File: config.mk
export PLATFORM = sky130hd
export DESIGN_NAME = lsu_sram_responder
export DESIGN_NICKNAME = d
export VERILOG_FILES = /design/src/rtl/sophon_pkg.sv /design/src/rtl/lsu_amo_alu.sv /design/src/rtl/lsu_sram_responder.sv
export SDC_FILE = /design/constraint.sdc
export NUM_CORES = 1
export LEC_CHECK = 0
export ABC_AREA = 1
export CAP_MARGIN = 10
export CORE_MARGIN = 4
export CORE_UTILIZATION = 43
export CTS_CLUSTER_DIAMETER = 60
export DETAILED_ROUTE_END_ITERATION = 12
export MAX_ROUTING_LAYER = met4
export PLACE_DENSITY = 0.7
export SLEW_MARGIN = 20
export SYNTH_ARGS = -nofsm -noshare
export SYNTH_HDL_FRONTEND = slang
export SYNTH_HIERARCHICAL = 1
export SYNTH_SLANG_ARGS = --single-unit
File: constraint.sdc
create_clock -name clk_i -period 4.3 [get_ports clk_i]
set_input_delay 1.075 -clock clk_i [delete_from_list [all_inputs] [get_ports clk_i]]
set_output_delay 1.075 -clock clk_i [all_outputs]
set_load 0.02 [all_outputs]
File: src/rtl/sophon_pkg.sv
// Shared LSU interface types and atomic-operation encodings.
package SOPHON_PKG;

    localparam int unsigned AMO_W = 4;

    localparam logic [AMO_W-1:0] AMO_NONE = 4'd0;
    localparam logic [AMO_W-1:0] AMO_SWAP = 4'd1;
    localparam logic [AMO_W-1:0] AMO_ADD  = 4'd2;
    localparam logic [AMO_W-1:0] AMO_AND  = 4'd3;
    localparam logic [AMO_W-1:0] AMO_OR   = 4'd4;
    localparam logic [AMO_W-1:0] AMO_XOR  = 4'd5;
    localparam logic [AMO_W-1:0] AMO_MIN  = 4'd6;
    localparam logic [AMO_W-1:0] AMO_MAX  = 4'd7;
    localparam logic [AMO_W-1:0] AMO_MINU = 4'd8;
    localparam logic [AMO_W-1:0] AMO_MAXU = 4'd9;

    localparam logic [1:0] SIZE_BYTE = 2'd0;
    localparam logic [1:0] SIZE_HALF = 2'd1;
    localparam logic [1:0] SIZE_WORD = 2'd2;

    typedef struct packed {
        logic             req;
        logic             we;
        logic [31:0]      addr;
        logic [31:0]      wdata;
        logic [3:0]       strb;
        logic [1:0]       size;
        logic [AMO_W-1:0] amo;
    } lsu_req_t;

    typedef struct packed {
        logic        ack;
        logic        error;
        logic [31:0] rdata;
    } lsu_ack_t;

    typedef enum logic [2:0] {
        ST_IDLE,
        ST_ERR,
        ST_WR,
        ST_RD_WAIT,
        ST_AMO_WR
    } resp_state_e;

    // Natural-alignment check for the access size; size 3 is never legal.
    function automatic logic is_misaligned(input logic [1:0] addr_lo, input logic [1:0] size);
        return (size == 2'd3) ||
               ((size == SIZE_WORD) && (addr_lo != 2'b00)) ||
               ((size == SIZE_HALF) && addr_lo[0]);
    endfunction

endpackage

File: src/rtl/lsu_amo_alu.sv
// Combinational atomic read-modify-write datapath for word-size AMOs.
module lsu_amo_alu
    import SOPHON_PKG::*;
(
    input  logic [AMO_W-1:0] op,
    input  logic [31:0]      old_word,
    input  logic [31:0]      operand,
    output logic [31:0]      new_word
);

    // Select the word to write back; unknown ops leave memory unchanged.
    always_comb begin
        new_word = old_word;
        case (op)
            AMO_SWAP: new_word = operand;
            AMO_ADD:  new_word = old_word + operand;
            AMO_AND:  new_word = old_word & operand;
            AMO_OR:   new_word = old_word | operand;
            AMO_XOR:  new_word = old_word ^ operand;
            AMO_MIN:  new_word = ($signed(old_word) < $signed(operand)) ? old_word : operand;
            AMO_MAX:  new_word = ($signed(old_word) > $signed(operand)) ? old_word : operand;
            AMO_MINU: new_word = (old_word < operand) ? old_word : operand;
            AMO_MAXU: new_word = (old_word > operand) ? old_word : operand;
            default:  new_word = old_word;
        endcase
    end

endmodule

File: src/rtl/lsu_sram_responder.sv
// LSU request/ack responder serving loads, strobed stores and AMOs from a
// single-port synchronous SRAM. Outputs depend only on state and latched
// request fields (plus SRAM read data in the read-ack cycle).
module lsu_sram_responder
    import SOPHON_PKG::*;
#(
    parameter logic [31:0] BASE_ADDR  = 32'h90000,
    parameter logic [31:0] SIZE_BYTES = 32'h10000,
    parameter int unsigned RD_LAT     = 1,
    localparam int unsigned AW        = $clog2(SIZE_BYTES / 4)
) (
    input  logic          clk_i,
    input  logic          rst_i,
    input  lsu_req_t      lsu_req_i,
    output lsu_ack_t      lsu_ack_o,
    output logic          sram_ce_o,
    output logic          sram_we_o,
    output logic [AW-1:0] sram_addr_o,
    output logic [3:0]    sram_be_o,
    output logic [31:0]   sram_wdata_o,
    input  logic [31:0]   sram_rdata_i
);

    localparam logic [32:0] END_ADDR = {1'b0, BASE_ADDR} + {1'b0, SIZE_BYTES};
    localparam logic [1:0]  LAT_CNT  = 2'(RD_LAT);

    resp_state_e      state_q, state_d;
    logic [1:0]       cnt_q, cnt_d;
    logic [AW-1:0]    addr_q;
    logic [31:0]      wdata_q;
    logic [3:0]       strb_q;
    logic [AMO_W-1:0] amo_q;
    logic [31:0]      old_q;
    logic [31:0]      amo_new;
    logic             is_amo;
    logic             in_range;
    logic             req_err;
    logic             accept;

    assign is_amo   = (amo_q != AMO_NONE);
    assign accept   = (state_q == ST_IDLE) && lsu_req_i.req;
    assign in_range = (lsu_req_i.addr >= BASE_ADDR) && ({1'b0, lsu_req_i.addr} < END_ADDR);
    assign req_err  = !in_range ||
                      is_misaligned(lsu_req_i.addr[1:0], lsu_req_i.size) ||
                      ((lsu_req_i.amo != AMO_NONE) && (lsu_req_i.size != SIZE_WORD));

    lsu_amo_alu u_amo_alu (
        .op       (amo_q),
        .old_word (old_q),
        .operand  (wdata_q),
        .new_word (amo_new)
    );

    // State register and read-latency counter.
    always_ff @(posedge clk_i) begin
        if (rst_i) begin
            state_q <= ST_IDLE;
            cnt_q   <= '0;
        end else begin
            state_q <= state_d;
            cnt_q   <= cnt_d;
        end
    end

    // Latch the request fields on the accepting edge; they stay stable for the whole access.
    always_ff @(posedge clk_i) begin
        if (rst_i) begin
            addr_q  <= '0;
            wdata_q <= '0;
            strb_q  <= '0;
            amo_q   <= AMO_NONE;
        end else if (accept) begin
            addr_q  <= lsu_req_i.addr[AW+1:2];
            wdata_q <= lsu_req_i.wdata;
            strb_q  <= lsu_req_i.strb;
            amo_q   <= lsu_req_i.amo;
        end
    end

    // Capture the pre-AMO memory word when the SRAM read data becomes valid.
    always_ff @(posedge clk_i) begin
        if (rst_i) begin
            old_q <= '0;
        end else if ((state_q == ST_RD_WAIT) && (cnt_q == LAT_CNT) && is_amo) begin
            old_q <= sram_rdata_i;
        end
    end

    // Next-state decode: classify new requests in IDLE, count read latency in RD_WAIT.
    always_comb begin
        state_d = state_q;
        cnt_d   = cnt_q;
        case (state_q)
            ST_IDLE: begin
                if (lsu_req_i.req) begin
                    cnt_d = '0;
                    if (req_err) begin
                        state_d = ST_ERR;
                    end else if ((lsu_req_i.amo != AMO_NONE) || !lsu_req_i.we) begin
                        state_d = ST_RD_WAIT;
                    end else begin
                        state_d = ST_WR;
                    end
                end
            end
            ST_RD_WAIT: begin
                if (cnt_q == LAT_CNT) begin
                    state_d = is_amo ? ST_AMO_WR : ST_IDLE;
                end else begin
                    cnt_d = cnt_q + 2'd1;
                end
            end
            ST_ERR, ST_WR, ST_AMO_WR: state_d = ST_IDLE;
            default:                  state_d = ST_IDLE;
        endcase
    end

    // Output decode from state; everything is zero unless the state drives it.
    always_comb begin
        lsu_ack_o    = '0;
        sram_ce_o    = 1'b0;
        sram_we_o    = 1'b0;
        sram_addr_o  = '0;
        sram_be_o    = '0;
        sram_wdata_o = '0;
        case (state_q)
            ST_ERR: begin
                lsu_ack_o.ack   = 1'b1;
                lsu_ack_o.error = 1'b1;
            end
            ST_WR: begin
                sram_ce_o     = 1'b1;
                sram_we_o     = 1'b1;
                sram_addr_o   = addr_q;
                sram_be_o     = strb_q;
                sram_wdata_o  = wdata_q;
                lsu_ack_o.ack = 1'b1;
            end
            ST_RD_WAIT: begin
                if (cnt_q == '0) begin
                    sram_ce_o   = 1'b1;
                    sram_addr_o = addr_q;
                end
                if ((cnt_q == LAT_CNT) && !is_amo) begin
                    lsu_ack_o.ack   = 1'b1;
                    lsu_ack_o.rdata = sram_rdata_i;
                end
            end
            ST_AMO_WR: begin
                sram_ce_o       = 1'b1;
                sram_we_o       = 1'b1;
                sram_addr_o     = addr_q;
                sram_be_o       = 4'hF;
                sram_wdata_o    = amo_new;
                lsu_ack_o.ack   = 1'b1;
                lsu_ack_o.rdata = old_q;
            end
            default: ;
        endcase
    end

endmodule
==> metrics.txt <==
status complete, but fails checks; failing checks negative setup slack; Final Setup Violations 1; Clock Root Buffer clkbuf_16; DPL Wire Length 42100 um; RSZ-0062 raised after global routing true; Setup crit end kind output pin; Synth top cells by count nand2_1 (388), nand3_1 (272), nor2_1 (259), inv_1 (236), o21ai_0 (156); Max Transition Viols Final 0; GR Util met3 0.0759; highest clock rate 0.232 GHz; number of enable flip-flop cells after synthesis 0; synth top area cells dfxtp_1 (16%), nand2_1 (13%), nand3_1 (12%), ha_1 (11%), nor2_1 (8.6%); cell row count 58; Remaining DRCs 0; Cell Chain, Critical Path inv_1 > buf_4 > ha_1 > a21oi_2 > o21a_1 > nand2_2 > a21oi_4 > nand2_8 > nand2_8 > nand3_4 > buf_12 > buf_8 > nand2_2 > nand3_2 > nand3_2 > nand2_1 > nand2_1 > nand3_1 > o21ai_2 > buf_6; Final Hold Viols 0; Pre-antenna DRT Iters 6; post-synthesis sequential area ratio 0.162; Routed wire per std cell 20.5 um; fill count 2416; Placer Congestion 1.00; type of the worst min-delay path reg -> reg; final period utilization 1.00; Synth Cell Area 0.0112 mm2; startpoint type of the worst setup path flop; DR vias/cell 5.73; crit path kind reg -> out; #FFs+latches synth 91; power density over the cells 175 mW/mm2; share of layout cells above drive strength 1 0.242; Routed Antenna Nets 0; post-synth cell types 51; Clock Pin Slew Worst Setup and Hold Paths 80 ps; Initial Util 0.442; Antenna diodes 0; Bufs and invs on worst path 5; hold slack 448 ps; CP Data Required Time 3220 ps; async set-reset flop share out of synthesis 0; Yosys top cell by area dfxtp_1; min Tclk post-route 4310 ps; die area 0.0288 mm2; CTS Buf Count 9; vias in the first global route 14100; PortBufs 195; met1 Resource Use GR 0.555; Rel. slew slack 0.424; TritonCTS clock tree yes; CP arrival 3240 ps; fin worst setup slack -14.5 ps; initial antenna violation count 1; worst-path maximum fanout 8; via count 15400; H-tree depth 3; Sink Count 91; DRT iter0 DRCs 1966; Worst VDD drop 160 uV; Avg Inst Size Synth 5.75 um2; Multi-input gate area 0.00876 mm2; I/O pin count 196; leakage power 7.71 nW; crit-path max cell delay 340 ps; GRT overflow 0; core box area 0.0255 mm2; placed insts 2655; Syn. warnings 6; Most used DFF post-synth dfxtp_1; Syn Inst Count 1958; critical path's top delay family simple AND/OR/NAND/NOR gates; largest net degree at the start of global routing 73; Longest Clk Path Bufs 2; register area 0.00186 mm2; P&R area growth vs syn 48.4%; Layout Utilization 0.655; # hold bufs at CTS 0; Die Ht 170 um; Setup TNS Final -14.5 ps; first-pass GRT wire length 81700 um; Final Instance Count excl. Fillers 2689; final layout net count 2563; actual slew at the worst max-slew pin 864 ps; Mapped Nets 2167; met2 Usage GRT 0.515; Most Used Layer, Global Route met1; die width 170 um; WL final 55100 um; Design Power 2.93 mW; post-synth top area share 0.162; Worst-Skew Late Latency 360 ps; Max Cap Violations 0; Final Skew 10.3 ps; top-count cell post-synth nand2_1; Critical Path Slowest Stage Cell dfxtp_1; total track usage 0.371
sequential cells by signal, indices dropped and copies added, names as in the netlist:
signal and count:
old_q 32, state_q 3, amo_q 4, wdata_q 32, addr_q 14, cnt_q 2
strb_q 4
kinds of logic after synthesis:
| kind of cell | after synthesis | share of synthesized area |
|---|---|---|
| adder cells (fa/ha/maj) | 99 | 0.111 |
| flip-flops | 91 | 0.162 |
| AND/OR/NAND/NOR | 1013 | 0.397 |
| buffers and inverters | 357 | 0.131 |
| AO/OA/AOI/OAI | 397 | 0.199 |
| XOR/XNOR | 1 | 0.000779 |
metal layers:
| layer | wire (um) | vias to the layer above |
|---|---|---|
| li1 | - | 7295 |
| met1 | 24300 | 7126 |
| met2 | 22500 | 912 |
| met3 | 7100 | 84 |
| met4 | 1150 | 0 |
| met5 | 0 | - |
layout make-up:
cell class	count	share of cell area
Sequential cell	91	0.112
Tap cell	330	0.0247
Clock inverter	6	0.00337
Inverter	245	0.0557
Timing Repair Buffer	497	0.265
Multi-Input combinational cell	1510	0.525
Clock buffer	10	0.0143
per-stage QoR:
step                      cell area (um2)  setup WS, ps
after CTS                           15800         -81.3
after detailed placement            15300          -229
after global placement              15300          -233
after global routing                16700          -113
final                               16700         -14.5
after floorplan                     11200           603
path summary, 6_finish.rpt:
check                                 start         endpoint  depth (start not counted)  slack, ps
worst max-delay path            wdata_q[30]  sram_wdata_o[6]                         20        -10
worst min-delay path              strb_q[0]        strb_q[0]                          2        450
worst max register to register   state_q[0]      wdata_q[27]                          5       1290
worst min register to register    strb_q[0]        strb_q[0]                          2        450
cell usage in the layout (no fill, tap or decap), types with 10 or more instances in the layout:
cell type,count
o21ai_1,63
clkdlybuf4s50_1,163
nor2_2,12
o21ai_0,117
nand2_2,20
nand2_1,367
nand4_1,52
nor2_1,243
ha_1,67
nor2_4,10
a21oi_1,101
buf_6,19
buf_12,13
o21ai_2,15
a21oi_2,17
o221ai_1,13
ha_4,27
nand3_1,253
dfxtp_1,64
clkbuf_16,12
a211oi_1,15
nand3_2,21
inv_1,201
dfxtp_2,24
buf_4,292
inv_2,40
o211ai_1,14
timing repair:
item | 4_1_cts | 5_1_grt
gates cloned | 0 | 3
gates resized for setup | 186 | 232
pin swaps | 2 | 62
endpoints found under the hold margin | 0 | 0
endpoints found under the setup margin | 32 | 32
setup buffers | 3 | 15
worst register-to-register path, cell delays in order (launching register included):
cell     delay [ps]
dfxtp_1         360
nor2_4          120
buf_4           650
nand3_4         850
o21ai_0         810
a21oi_1          90
report_power, final:
group	total, mW	internal (mW)	switching [mW]
Clock	0.840	0.423	0.416
Sequential	0.908	0.884	0.0238
Combinational	1.18	0.504	0.676
Total	2.93	1.81	1.12
(Power assumes the default switching activity.)
